--- src/rtl/multicycle_sequencer.sv ---
// Central controller for the multicycle 16-bit datapath. It walks each
// instruction through FETCH/DECODE/EXECUTE/MEMORY/WRITEBACK on a per-opcode
// path, stretches FETCH and MEMORY on the memory handshakes, drives the
// datapath enable strobes and counts retired instructions.
//
// state     | meaning
// ----------+--------------------------------------------------------------
// IDLE  (0) | parked, no strobes; leaves for FETCH when run=1
// FETCH (1) | im_req held until im_ready; then ir_we and the opcode is latched
// DECODE(2) | JMP/RET complete here; CALL -> WRITEBACK; SV -> MEMORY
// EXEC  (3) | branches complete here; loads/store -> MEMORY; ALU -> WRITEBACK
// MEMORY(4) | dm_re/dm_we held until dm_ready; store/SV complete here
// WB    (5) | rf_we with the final pc_we of the instruction
module multicycle_sequencer #(
   parameter int OP_W  = 4,
   parameter int CNT_W = 16
) (
   input  logic             clk,
   input  logic             rst,
   input  logic             run,
   input  logic [OP_W-1:0]  instr_op,
   input  logic             im_ready,
   input  logic             dm_ready,
   output logic             im_req,
   output logic             ir_we,
   output logic             rf_we,
   output logic             dm_re,
   output logic             dm_we,
   output logic             pc_we,
   output logic [2:0]       state_o,
   output logic [OP_W-1:0]  op_o,
   output logic             instr_done,
   output logic [CNT_W-1:0] retired
);

   typedef enum logic [2:0] {
      S_IDLE      = 3'd0,
      S_FETCH     = 3'd1,
      S_DECODE    = 3'd2,
      S_EXECUTE   = 3'd3,
      S_MEMORY    = 3'd4,
      S_WRITEBACK = 3'd5
   } state_t;

   state_t          state_q;
   state_t          state_d;
   state_t          boundary;
   logic [OP_W-1:0] op_q;

   logic is_load;
   logic is_store;
   logic is_branch;
   logic is_jump;
   logic is_call;
   logic is_sv;

   // opcode classes of the instruction in flight
   always_comb begin
      is_load   = (op_q == OP_W'(5)) || (op_q == OP_W'(6));
      is_store  = (op_q == OP_W'(7));
      is_branch = (op_q >= OP_W'(8)) && (op_q <= OP_W'(11));
      is_jump   = (op_q == OP_W'(12)) || (op_q == OP_W'(14));
      is_call   = (op_q == OP_W'(13));
      is_sv     = (op_q == OP_W'(15));
   end

   // state register
   always_ff @(posedge clk or posedge rst) begin
      if (rst) state_q <= S_IDLE;
      else     state_q <= state_d;
   end

   // opcode latch, loaded together with the instruction register
   always_ff @(posedge clk or posedge rst) begin
      if (rst)        op_q <= '0;
      else if (ir_we) op_q <= instr_op;
   end

   // retired-instruction counter, wraps naturally at 2^CNT_W
   always_ff @(posedge clk or posedge rst) begin
      if (rst)             retired <= '0;
      else if (instr_done) retired <= retired + CNT_W'(1);
   end

   // next state and strobes; the completing state also picks FETCH or IDLE
   always_comb begin
      state_d    = state_q;
      boundary   = run ? S_FETCH : S_IDLE;
      im_req     = 1'b0;
      ir_we      = 1'b0;
      rf_we      = 1'b0;
      dm_re      = 1'b0;
      dm_we      = 1'b0;
      pc_we      = 1'b0;
      instr_done = 1'b0;
      case (state_q)
         S_IDLE: begin
            if (run) state_d = S_FETCH;
         end
         S_FETCH: begin
            im_req = 1'b1;
            if (im_ready) begin
               ir_we   = 1'b1;
               state_d = S_DECODE;
            end
         end
         S_DECODE: begin
            if (is_jump) begin
               pc_we      = 1'b1;
               instr_done = 1'b1;
               state_d    = boundary;
            end else if (is_call) begin
               state_d = S_WRITEBACK;
            end else if (is_sv) begin
               state_d = S_MEMORY;
            end else begin
               state_d = S_EXECUTE;
            end
         end
         S_EXECUTE: begin
            if (is_branch) begin
               pc_we      = 1'b1;
               instr_done = 1'b1;
               state_d    = boundary;
            end else if (is_load || is_store) begin
               state_d = S_MEMORY;
            end else begin
               state_d = S_WRITEBACK;
            end
         end
         S_MEMORY: begin
            if (is_load) begin
               dm_re = 1'b1;
               if (dm_ready) state_d = S_WRITEBACK;
            end else if (is_store || is_sv) begin
               dm_we = 1'b1;
               if (dm_ready) begin
                  pc_we      = 1'b1;
                  instr_done = 1'b1;
                  state_d    = boundary;
               end
            end else begin
               state_d = S_IDLE;
            end
         end
         S_WRITEBACK: begin
            rf_we      = 1'b1;
            pc_we      = 1'b1;
            instr_done = 1'b1;
            state_d    = boundary;
         end
         default: begin
            state_d = S_IDLE;
         end
      endcase
   end

   assign state_o = state_q;
   assign op_o    = op_q;

endmodule
--- config.mk ---
export PLATFORM = sky130hd
export DESIGN_NAME = multicycle_sequencer
export DESIGN_NICKNAME = d
export VERILOG_FILES = /design/src/rtl/multicycle_sequencer.sv
export SDC_FILE = /design/constraint.sdc
export NUM_CORES = 1
export LEC_CHECK = 0
export ABC_AREA = 1
export CAP_MARGIN = 10
export CORE_ASPECT_RATIO = 1.4
export CORE_UTILIZATION = 45
export CTS_CLUSTER_DIAMETER = 80
export DETAILED_ROUTE_END_ITERATION = 6
export PLACE_DENSITY_LB_ADDON = 0.08
export SLEW_MARGIN = 20
export SYNTH_ARGS = -nofsm -noshare
export SYNTH_HDL_FRONTEND = slang
export SYNTH_SLANG_ARGS = --single-unit
export TNS_END_PERCENT = 20
--- constraint.sdc ---
create_clock -name clk -period 1.55 [get_ports clk]
set_input_delay 0.155 -clock clk [delete_from_list [all_inputs] [get_ports clk]]
set_output_delay 0.155 -clock clk [all_outputs]
set_load 0.01 [all_outputs]
==> key figures, run 1 <==
Critical path
  – Critical Path Start Type: flop
  – Worst setup path start: state_o[1]
  – Critical path capture point type: primary output
  – Worst path required time: 1.39 ns
  – Crit Reg-Reg Startpoint: retired[1]
  – Worst Setup Path Type: flop to primary output
  – Crit path DAT: between 1.5 and 2 ns
  – R2r setup slk: 0.06 ns
  – Crit-path max FO: 4

Power and ir drop
  – Pleak: 1.16 nW
  – Worst ir drop on vdd: 0.957 mV
  – Power Density: around 1300 mW/mm^2
  – Post-route total power: 2.96 mW

Logic synthesis
  – Post-Synth Adder-Cell Area: less than 1%
  – Mux cell area share after synthesis: 0%
  – Unique masters post-synth: 23
  – Largest family of logic cells by synthesized area: simple AND/OR/NAND/NOR gates
  – Synth Area per Inst: 6.88 sq um
  – Post-synthesis xor/xnor area fraction: 6.34%
  – Complex-gate fraction of the synthesized area: 6.75%
  – Area leader, netlist: dfrtp_1
  – Syn. warnings: 0
  – Syn nets: 231
  – Sequential share of the synthesized area: a little under two fifths
  – FF+latch count, synth: 23
  – Post-Syn Area: 0.00152 sq mm
  – Top cells by area, synth: dfrtp_1 (38%), nand2_1 (19%), nand3_1 (8.9%), inv_1 (6.9%), nor2_1 (5.9%)
  – Syn Inst Count: 221
  – Share of the synthesized area in the top cell type: 37.9%
  – Simple-Gate Fraction of Synth Area: 38.8%

STA
  – Rel. slew slack: 79.7%
  – Hold Worst Slack: 0.239 ns
  – RSZ-0062 raised after global routing: true
  – Tcrit/Tclk final: 108%
  – F_max: slightly below 600 MHz
  – Tightest Pin Transition: 0.305 ns
  – Setup ws final: -0.129 ns
  – Final setup vio count: 3
  – Final slew viol count: 0
  – Final Hold Viols: 0
  – Final Skew: 0.00192 ns
  – Setup TNS Final: -0.259 ns
  – Minimum clock period: between 1.5 and 2 ns

Clock tree
  – CTS Buffer Depth: 2
  – Clk_lat worst skew: 0.26 ns
  – Number of CTS-inserted buffers: 3
  – Root Buffer: clkbuf_8
  – # clock sinks: 23
  – H-tree depth: 1
  – Worst-path clk slew: 0.09 ns
  – Hold buffers post-CTS: 0
  – CTS tree: built

Routing
  – Vias: between 1,500 and 2,000
  – DR iter-0 viols: 42
  – DRT Pass-1 Iters: 5
  – Routed WL: 3980 um
  – Via density per instance: 5.01
  – DR WL/cell: 12.2 um
  – DRT antenna net count: 0
  – DRC errors left: 0

Placed design
  – Placed Area: 0.00210 sq mm
  – PortBufs: 38
  – HPWL Detailed: 2880 um
  – GP Congestion: 0.808

Global routing
  – Via count of the first global-routing pass: 1,594
  – GRT Util Overall: between 20 and 25%
  – Initial antenna violation count: 0
  – Pin count of the biggest net entering global routing: 24
  – First-pass GRT wire length: around 6900 um
  – Total gr overflow: 0

Run status
  – Failing checks: negative setup slack
  – Outcome: finished, violations left

Floorplan
  – Core area: 0.00315 sq mm
  – Die Span X: 51.1 um
  – Io pins: 39
  – FP Rows: 24
  – Initial Utilization: 48.2%
  – Die area: 0.00362 sq mm
  – Die Ht: ~70 um

Layout
  – Nets: 299
  – Finished Cell Area: 0.00221 sq mm
  – Share of cells above drive strength 1: 22.2%
  – FILL cells: 286
  – Most common cell after layout, fill and taps aside: nand2_1
  – Antenna diode count: 0
  – Commonest non-fill, non-tap cells in the layout: nand2_1 (75), buf_4 (30), clkdlybuf4s50_1 (29), inv_1 (25), nand3_1 (25)
  – Area Growth Syn to Fin: 45.5%
  – Finished Core Util: 70.2%

Run
  – MaxCap Viol Count: 0

Hold path
  – Worst Hold Class: primary input to async pin
## per-layer routing
| metal | track usage (%) | vias to the layer above | wire length (um) |
|---|---|---|---|
| li1 | - | 821 | - |
| met5 | 0 | - | 0 |
| met2 | 46.6 | 53 | 2220 |
| met3 | 2.58 | 8 | 148 |
| met1 | 26.7 | 757 | 1550 |
| met4 | 9.26 | 0 | 53 |
## kinds of logic after synthesis
logic type,count (synthesis)
AOI/OAI and AO/OA,14
xor gates and xnor gates,11
adders and majority gates,1
DFF,23
and+or+nand+nor,139
buffers and inverters,33
## registers in the layout, summed over array words and instances (netlist names)
register and count:
retired 16, op_o 4, state_o 3
## where the power goes
group	switching (mW)	leakage, nW	internal, mW
clock network	0.206	0.0255	0.180
registers	0.193	0.305	0.738
logic	0.814	0.829	0.835
## per-stage QoR
stage               worst slack [ns]  std cells
finish                        -0.129        327
global route                  -0.199        327
CTS                           -0.249        326
detailed placement            -0.127        319
global placement              -0.136        319
floorplan                     0.0675        221
## worst paths after layout
kind,endpoint,depth (start not counted)
setup / recovery,pc_we,7
hold / removal,retired[3],3
setup reg to reg,retired[14],8
hold reg to reg,retired[12],2
max in group asynchronous,state_o[0],3
min in group clk,op_o[1],3
## critical path, stage by stage, from the launching register on
cell	delay [ns]
dfrtp_1	0.40
inv_1	0.06
nand2_2	0.13
nor2_4	0.05
buf_4	0.13
a31oi_4	0.17
nand2_4	0.08
clkdlybuf4s15_2	0.23
## cell usage after synthesis
cell type	instances
inv_2	1
buf_4	3
nor3b_1	1
or2_2	1
nand2_1	75
nor2_2	2
a31oi_4	1
buf_6	1
nand2_2	1
nor2_1	24
nand4_1	2
a22oi_4	1
dfrtp_1	23
a21oi_1	3
inv_1	28
xnor2_1	2
o21ai_0	9
xor2_1	9
nand2_4	1
nand3b_1	1
nor3_1	4
ha_1	1
nand3_1	27
## repair_timing
| item | CTS | global route |
|---|---|---|
| gates cloned | 0 | 0 |
| buffers inserted | 3 | 1 |
| resized for setup | 26 | 15 |
| pin swaps | 1 | 1 |
| endpoints found under the setup margin | 8 | 13 |
## final cells by class
type / count / area [sq um] / share of cell area (%)
multi-input combinational: 165 / 845 / 38.2
timing repair buffer: 67 / 584 / 26.4
sequential: 23 / 579 / 26.2
inverter: 29 / 109 / 4.92
clock buffer: 3 / 41.3 / 1.87
tap: 39 / 48.8 / 2.21
clock inverter: 1 / 5.00 / 0.226
Power figures use the tool's default switching activity.
==> run 2, diff against run 1 <==
HOLD_SLACK_MARGIN = 0.05   (was not set)
clock period = 2.01 ns   (was 1.55 ns; I/O delays follow)
==> key figures, run 2 (same netlist as run 1, synthesis figures left out) <==
Floorplan
  – Core area: 0.00315 sq mm (unchanged)
  – Die area: 0.00362 sq mm (unchanged)
  – Die Span X: 51.1 um (unchanged)
  – Initial Utilization: 48.2% (unchanged)
  – Io pins: 39 (unchanged)
  – Die Ht: 70.8 um (unchanged)
  – FP Rows: 24 (unchanged)

Layout
  – Cell Count, Final, Fillers Out: 306 (-6.4%)
  – Finished Core Util: 64.3% (-5.9 points)
  – FILL cells: 303 (+5.9%)
  – Nets: 278 (-7.0%)
  – Reg with most FFs: retired
  – Most common cell after layout, fill and taps aside: nand2_1
  – Antenna diode count: 0 (unchanged)
  – Share of cells above drive strength 1: 8.24% (-14 points)
  – Commonest non-fill, non-tap cells in the layout: nand2_1 (75), clkdlybuf4s50_1 (35), inv_1 (28), nand3_1 (27)
  – Max reg flops: 16 (unchanged)
  – Area Growth Syn to Fin: 33.3%

Clock tree
  – Root Buffer: clkbuf_8
  – # clock sinks: 23 (unchanged)
  – Worst-path clk slew: 0.08 ns (about the same)
  – Clk_lat worst skew: 0.27 ns (about the same)
  – Number of CTS-inserted buffers: 3 (unchanged)
  – H-tree depth: 1 (unchanged)
  – Hold buffers post-CTS: 0 (unchanged)
  – CTS tree: built
  – CTS Buffer Depth: 2 (unchanged)

Routing
  – DRT antenna net count: 0 (unchanged)
  – Routed WL: 3590 um (-9.6%)
  – DRC errors left: 0 (unchanged)
  – DR iter-0 viols: 28 (-33%)
  – DR WL/cell: 11.7 um (-3.4%)
  – Vias: 1,512 (-7.7%)
  – Via density per instance: 4.94 (-1.4%)
  – DRT Pass-1 Iters: 4 (-1)

STA
  – Final Skew: 0.00337 ns (+0.00145 ns)
  – Rel. slew slack: 79.3% (-0.37 points)
  – RSZ-0062 raised after global routing: false
  – Tcrit/Tclk final: 93.9%
  – Final slew viol count: 0 (unchanged)
  – Minimum clock period: 1.89 ns
  – Final setup vio count: 0 (-3)
  – Tightest Pin Transition: 0.307 ns (+0.00224 ns)
  – Hold Worst Slack: 0.265 ns (+0.0260 ns)
  – F_max: about 530 MHz
  – Final Hold Viols: 0 (unchanged)

Placed design
  – GP Congestion: 0.811 (+0.35%)
  – HPWL Detailed: 2680 um (-6.8%)
  – Inst Count DP: 299 (-6.3%)
  – PortBufs: 38 (unchanged)

Global routing
  – GRT Util Overall: 22.4% (-2.1 points)
  – Initial antenna violation count: 0 (unchanged)
  – Pin count of the biggest net entering global routing: 24 (unchanged)
  – Total gr overflow: 0 (unchanged)
  – First-pass GRT wire length: 6130 um (-11%)
  – Via count of the first global-routing pass: 1,408 (-12%)

Critical path
  – Worst Setup Path Type: flop to primary output
  – Critical path capture point type: primary output
  – Crit-path max FO: 3 (-1)
  – Worst path required time: 1.81 ns (+0.42 ns)
  – Crit path DAT: 1.69 ns (+0.17 ns)
  – Critical Path Start Type: flop

Run
  – MaxCap Viol Count: 0 (unchanged)

Hold path
  – Worst Hold Class: primary input to async pin

Run status
  – Outcome: finished clean

Power and ir drop
  – Power Density: 991 mW/mm^2 (-26%)
  – Pleak: 1.03 nW (-11%)
  – Worst ir drop on vdd: 0.662 mV (-31%)
run 2: cell types whose count changed in the layout (fill, tap and decap cells not counted), sizes merged:
| cell | delta |
|---|---|
| buf | -25 |
| clkdlybuf4s15 | -1 |
| clkdlybuf4s50 | +6 |
| clkinv | -1 |
| dlygate4sd2 | +2 |
| dlymetal6s2s | -2 |
run 2: stage by stage:
| step | setup WS [ns] | power (mW) | TNS, ns | cell area (sq um) |
|---|---|---|---|---|
| finish | 0.122 | 2.01 | 0 | 2030 |
| global placement | 0.233 | 1.68 | 0 | 1950 |
| global route | 0.0117 | 2.17 | 0 | 2030 |
| detailed placement | 0.222 | 1.68 | 0 | 1950 |
| floorplan | 0.481 | 1.26 | 0 | 1520 |
| CTS | -0.0292 | 2.03 | -0.0292 | 2020 |
run 2: final timing paths:
check	slack, ns	cells past startpoint	end	startpoint
max in group asynchronous	1.49	3	state_o[0]	rst
max	0.12	6	dm_we	op_o[2]
min in group clk	0.49	3	op_o[3]	instr_op[3]
min	0.27	3	op_o[3]	rst
min reg2reg	0.56	2	retired[15]	retired[15]
max reg2reg	0.50	8	retired[12]	op_o[2]
run 2: timing repair:
item                       4_1_cts  5_1_grt
buffers inserted                 3        0
setup endpoints to repair        3        1
resized for setup                5        1
run 2: per-layer routing:
layer	share of wire (%)	track usage, %
met5	0	0
met1	41	25.1
met3	3.4	2.58
met4	1.9	7.72
met2	54	42.1
run 2: critical path: stages, from the launching register on:
cell	delay (ns)
dfrtp_1	0.37
buf_4	0.12
nand3_1	0.14
inv_1	0.14
nand2_1	0.06
inv_1	0.05
clkdlybuf4s50_1	0.53
run 2: area by class of cell:
class                   count  area, sq um  area share (%)
clock buffers               4         45.0            2.22
inverters                  29          109            5.37
multi-input cells         165          807            39.8
flip-flops and latches     23          577            28.5
well taps                  39         48.8            2.41
repair buffers             46          440            21.7
run 2: where the power goes:
group | total, mW | internal (mW) | switching, mW
logic | 1.01 | 0.468 | 0.541
clock network | 0.292 | 0.142 | 0.151
registers | 0.708 | 0.565 | 0.142
==> run 3, diff against run 2 <==
DONT_BUFFER_PORTS = 1   (was not set)
==> key figures, run 3 (same netlist as run 1, synthesis figures left out) <==
STA
  – Minimum clock period: 1.76 ns (-0.130 ns)
  – Tightest Pin Transition: 0.571 ns (+0.263 ns)
  – Final slew viol count: 0 (unchanged)
  – Tcrit/Tclk final: 87.5% (-6.5 points)
  – Final Hold Viols: 0 (unchanged)
  – Rel. slew slack: 61.8% (-17 points)
  – Final setup vio count: 0 (unchanged)
  – Final Skew: 0.00171 ns (-0.00166 ns)
  – RSZ-0062 raised after global routing: false
  – F_max: 569 MHz (+7.4%)
  – Setup TNS Final: 0 ns (unchanged)

Layout
  – Reg with most FFs: retired
  – Finished Core Util: 51.6% (-13 points)
  – Antenna diode count: 0 (unchanged)
  – Nets: 238 (-14%)
  – Most common cell after layout, fill and taps aside: nand2_1
  – Commonest non-fill, non-tap cells in the layout: nand2_1 (75), inv_1 (28), nand3_1 (27), nor2_1 (24), dfrtp_1 (23)
  – Share of cells above drive strength 1: 7.05% (-1.2 points)
  – FILL cells: 326 (+7.6%)
  – Area Growth Syn to Fin: 7.08%
  – Max reg flops: 16 (unchanged)

Hold path
  – Worst Hold Class: primary input to flop
  – Hold path cells: 2
  – Startpoint of the worst hold path: instr_op[3]

Critical path
  – Path depth of the worst reg2reg path: 8 (unchanged)
  – Crit-path slowest cell: dfrtp_1
  – CP Buf/Inv Count: 1 (-3)
  – Crit path DAT: 1.56 ns (-0.13 ns)
  – Worst path required time: 1.81 ns (about the same)
  – Critical path capture point type: primary output
  – Worst setup path start: state_o[2]
  – CP max stage delay: 0.47 ns (-0.06 ns)
  – Crit-path max FO: 18 (+15)
  – R2r setup slk: 0.46 ns (-0.04 ns)
  – Crit Reg-Reg Startpoint: retired[0]
  – WP depth: 5 (-1)
  – Critical Path Start Type: flop
  – Delay-heaviest family, CP: simple AND/OR/NAND/NOR gates
  – Worst Setup Path Type: flop to primary output
  – CP Cell Sequence: inv_1 > nand2_1 > nor2_1 > a22oi_4 > nand2_4

Floorplan
  – Initial Utilization: 48.2% (unchanged)
  – FP Rows: 24 (unchanged)
  – Io pins: 39 (unchanged)
  – Die Ht: 70.8 um (unchanged)
  – Core area: 0.00315 sq mm (unchanged)
  – Die area: 0.00362 sq mm (unchanged)
  – Die Span X: 51.1 um (unchanged)

Power and ir drop
  – Worst ir drop on vdd: 0.565 mV (-15%)
  – Psw: 0.770 mW (-7.7%)
  – Sequential share of power: 46.0% (+11 points)
  – Pleak: 0.859 nW (-17%)
  – Clock power share: 17.1% (+2.5 points)
  – Sw Ratio: 46.0% (+4.4 points)
  – Power Density: 1030 mW/mm^2 (+3.9%)
  – Comb pwr share: 36.9% (-13 points)
  – Internal power: 0.905 mW (-23%)

Clock tree
  – # clock sinks: 23 (unchanged)
  – CTS tree: built
  – H-tree depth: 1 (unchanged)
  – CTS Buffer Depth: 2 (unchanged)
  – Root Buffer: clkbuf_8
  – Clk_lat worst skew: 0.26 ns (about the same)
  – Number of CTS-inserted buffers: 3 (unchanged)
  – Post-CTS sizing: 0 (-5)
  – Worst-path clk slew: 0.08 ns (about the same)

Routing
  – DRT antenna net count: 0 (unchanged)
  – DRC errors left: 0 (unchanged)
  – Via density per instance: 5.18 (+4.8%)
  – Routed WL: 3370 um (-6.3%)
  – DR WL/cell: 12.7 um (+7.8%)
  – Vias: 1,378 (-8.9%)
  – DRT Pass-1 Iters: 4 (unchanged)
  – DR iter-0 viols: 25 (-11%)

Placed design
  – HPWL Detailed: 2550 um (-4.9%)
  – PortBufs: 0 (-100%)
  – GP Congestion: 0.802 (-1.1%)

Global routing
  – Via count of the first global-routing pass: 1,392 (-1.1%)
  – Pin count of the biggest net entering global routing: 24 (unchanged)
  – Initial antenna violation count: 0 (unchanged)
  – Total gr overflow: 0 (unchanged)
  – GRT Util Overall: 21.0% (-1.4 points)
  – First-pass GRT wire length: 5950 um (-2.9%)

Run status
  – Outcome: finished clean

Run
  – MaxCap Viol Count: 0 (unchanged)
==> run 3: cell types whose count changed in the layout (fill, tap and decap cells not counted), sizes merged <==
cell,delta
dlymetal6s2s,-1
dlygate4sd3,+1
buf,-3
clkdlybuf4s50,-35
dlygate4sd2,-2
==> run 3: final cells by class <==
class | count | area, sq um | share of cell area [%]
timing repair buffer | 6 | 47.5 | 2.92
inverter | 29 | 109 | 6.69
sequential | 23 | 576 | 35.4
multi-input combinational | 165 | 802 | 49.3
tap | 39 | 48.8 | 3.00
clock buffer | 4 | 45.0 | 2.77
==> run 3: final timing paths <==
check,to
setup / recovery,instr_done
hold / removal,op_o[3]
max in group asynchronous,retired[14]
setup reg to reg,retired[14]
hold reg to reg,retired[15]
min in group asynchronous,retired[1]
==> run 3: worst reg2reg max path: stages (launching register included) <==
cell	delay (ns)
dfrtp_1	0.49
ha_1	0.23
nand3_1	0.15
nor2_1	0.12
nand2_1	0.11
o21ai_0	0.16
nand2_1	0.06
nand2_1	0.07
nand2_1	0.06
==> run 3: power by group through the flow <==
stage	logic [mW]	clock network, mW	registers, mW
floorplan	0.525	0	0.737
global placement	0.594	0	0.779
detailed placement	0.608	0	0.782
CTS	0.613	0.297	0.772
global route	0.724	0.316	0.793
finish	0.619	0.287	0.770
==> run 3: timing repair <==
item	in CTS	in global routing
endpoints found under the setup margin	0	2
endpoints found under the hold margin	23	0
hold buffers	1	0
buffers inserted	0	3
==> run 3: metrics by stage <==
step / hold slack [ns] / power [mW] / std cells / worst slack, ns / area (sq um)
final: 0.0561 / 1.68 / 266 / 0.252 / 1630
after global routing: 0.0534 / 1.83 / 266 / 0.145 / 1630
after CTS: 0.0539 / 1.68 / 263 / 0.0717 / 1610
after detailed placement: 0.166 / 1.39 / 258 / 0.265 / 1550
after global placement: 0.156 / 1.37 / 258 / 0.304 / 1550
after floorplan: 0.203 / 1.26 / 221 / 0.481 / 1520
==> run 3: per-layer routing <==
metal / global-route usage [%] / vias to the layer above / share of wire (%)
li1: - / 701 / -
met1: 22.3 / 643 / 40
met2: 39.8 / 30 / 54
met3: 5.59 / 4 / 4.7
met4: 4.63 / 0 / 0.80
met5: 0 / - / 0
==> patch (config.mk and constraints of run 1) <==
Set the parameter `OP_W` to 6 (it was 4).
--- a/src/rtl/multicycle_sequencer.sv
+++ b/src/rtl/multicycle_sequencer.sv
@@ -12,7 +12,7 @@
 // MEMORY(4) | dm_re/dm_we held until dm_ready; store/SV complete here
 // WB    (5) | rf_we with the final pc_we of the instruction
 module multicycle_sequencer #(
-   parameter int OP_W  = 4,
+   parameter int OP_W  = 6,
    parameter int CNT_W = 16
 ) (
    input  logic             clk,
Ports: changed (resized instr_op and op_o); port bits go from 39 to 43. No check against the original RTL was run, so the function may have changed too.
==> patch against run 1 <==
- synthesized area grew 0.99%
- largest cell class unchanged
- wire length grew 14%
- final area grew 18%
- global-route usage shrank 1.2 points
- utilization grew 12 points
- synthesized cell count shrank 3.6%
- setup slack lost 0.047 ns
- first-iteration DRC count grew 55%
- critical path type unchanged
- the flow still finishes with violations (negative setup slack)
- power grew 30%
- sequential cell count grew 2
==> patch: results (changes against run 1) <==
GRT:
- The global-route wire length before repair is 6550 µm (-4.6%).
- The initial antenna violation count was 0 (unchanged).
- The total global routing track utilization is 23.3% (-1.2 points).
- The pin count of the biggest net entering global routing is 26 (+8.3%).
- The via count of the first global-routing pass was 1,495 (-6.2%).

Timing:
- The final worst setup slack is -0.176 ns (-0.0472 ns).
- The number of setup violations in the final report is 20 (+17).
- The number of failing hold endpoints at the final stage was 0 (unchanged).
- The setup clock skew after layout is 0.00581 ns (+0.00390 ns).
- The sum of negative setup slack was -1.76 ns (-1.51 ns).
- The slew at the pin with the worst max-slew slack came to 0.323 ns (+0.0174 ns).

Placed design:
- The number of buffer cells added on primary ports is 42 (+11%).
- The estimated wirelength of the detail-placed design was 2810 µm (-2.3%).
- The pre-CTS setup slack was -0.287 ns (-0.160 ns).
- The post-detailed-placement cell area is 2210 µm² (+4.9%).
- The final weighted congestion of routability-driven global placement is 0.926 (+15%).

Status:
- The run finished, with violations left.
- The checks that failed: negative setup slack.

Pwr:
- The maximum resistive drop on vdd is 0.00109 V (+14%).
- The internal power was 2300 µW (+31%).
- The static power due to leakage is 0.00122 µW (+5.2%).

Synthesis:
- Sorting the synthesized cells by how often they occur yields 66 x sky130_fd_sc_hd__nand2_1, 28 x sky130_fd_sc_hd__inv_1, 25 x sky130_fd_sc_hd__dfrtp_1.
- The net count of the mapped netlist is 225 (-2.6%).
- By area the synthesized netlist is led by sky130_fd_sc_hd__dfrtp_1 41%, sky130_fd_sc_hd__nand2_1 16%, sky130_fd_sc_hd__inv_1 6.8%.
- The part of the Yosys area used for sequential elements is 40.7% (+2.9 points).
- The post-synthesis cell type count is 26 (+13%).
- The most used flip-flop cell after synthesis is sky130_fd_sc_hd__dfrtp_1.

Drt:
- The number of design-rule violations left by the first detailed-router iteration is 65 (+55%).
- The average detailed-routed wire length per instance is 13.2 µm (+8.8%).
- The average vias per placed instance is 4.98 (-0.71%).
- The iteration count of the initial detailed-routing pass came to 7 (+2).

Cells and area:
- The number of fillers in the final layout was 214 (-25%).
- More flip-flops sit in one register than any other, and that register is retired.
- The flip-flop count of the largest register after layout is 16 (unchanged).
- The share of final-layout standard cells stronger than drive strength 1 is 33.6% (+11 points).
- The area added between synthesis and finish is 69.5%.
- The net count reported at finish is 317 (+6.0%).

Critical path:
- The critical-path maximum fanout is 7 (+3).
- The signal arrival time at the worst endpoint is 1.57 ns (+0.05 ns).

Clock tree:
- At the later pin of the worst-skew pair, clock insertion delay measures about 0.27 ns.
- The H-tree depth came to 1 (unchanged).
- The CTS buffer count is 3 (unchanged).

Min path:
- The path type of the worst min-delay path is in2async.
==> patch: cell types whose count changed in the layout (fill, tap and decap cells not counted), sizes merged, moves of 2 or more <==
cell / change
nand3b: +4
clkdlybuf4s50: +4
o21ai: +8
xnor2: -2
xor2: -2
nand3: -9
clkbuf: +2
nand2: -9
dfrtp: +2
a21oi: -2
dlymetal6s2s: -2
buf: +22
==> patch: path summary, 6_finish.rpt <==
kind,startpoint,to,slack [ns],cells after the start
worst max-delay path,op_o[4]$_DFFE_PP0P_,pc_we,-0.18,7
max in group asynchronous,rst,state_o[1]$_DFFE_PP0P_,1.05,3
worst min register to register,retired[14]$_DFFE_PP0P_,retired[14]$_DFFE_PP0P_,0.51,2
worst min-delay path,rst,retired[15]$_DFFE_PP0P_,0.23,3
min in group clk,instr_op[4],op_o[4]$_DFFE_PP0P_,0.43,3
worst max register to register,op_o[4]$_DFFE_PP0P_,retired[5]$_DFFE_PP0P_,-0.11,10
==> patch: metrics by stage <==
stage                     instances  power [µW]
after floorplan                 213        1800
after global placement          322        2740
after detailed placement        322        2770
after CTS                       336        3430
after global routing            343        4110
final                           343        3850
==> patch: layout make-up <==
class / instances / area share, %
Clock buffer: 4 / 1.73
Inverter: 30 / 4.42
Multi-Input combinational cell: 153 / 34.9
Sequential cell: 25 / 24.2
Tap cell: 39 / 1.87
Timing Repair Buffer: 92 / 32.9
==> patch: cells by family (layout without fill, tap and decap cells) <==
family | Yosys count | in the layout | share of synthesized area [%]
simple gates | 126 | 126 | 37.0
buf+inv | 35 | 126 | 10.4
xor+xnor | 7 | 7 | 4.48
mux | 1 | 1 | 0.733
flops | 25 | 25 | 40.7
compound gates | 18 | 18 | 5.87
fa+ha+maj | 1 | 1 | 0.815
==> patch: what timing repair did <==
item,CTS,global route
hold buffers,0,0
resized for setup,41,43
setup buffers,10,5
pin swaps,10,8
setup endpoints to repair,23,28
cloned,0,2
hold endpoints to repair,0,0
==> patch: worst max-delay path, stage by stage, from the launching register on <==
cell and delay [ns]:
sky130_fd_sc_hd__dfrtp_1 0.41, sky130_fd_sc_hd__buf_6 0.13, sky130_fd_sc_hd__nor2_4 0.15, sky130_fd_sc_hd__nand3_2 0.11, sky130_fd_sc_hd__o21ai_4 0.19, sky130_fd_sc_hd__nor2_4 0.07
sky130_fd_sc_hd__nand2_4 0.11, sky130_fd_sc_hd__buf_6 0.12
==> patch: layer usage <==
layer,global-route usage [%],routed length [µm]
met2,40.8,2600
met4,9.31,83
met1,28.2,1750
met5,0,0
met3,2.80,104
==> patch: power by group through the flow <==
stage	registers [µW]	clock network (µW)	logic [µW]
finish	985	399	2460
global route	1000	431	2670
CTS	965	403	2060
detailed placement	994	0	1780
global placement	986	0	1750
floorplan	1080	0	720
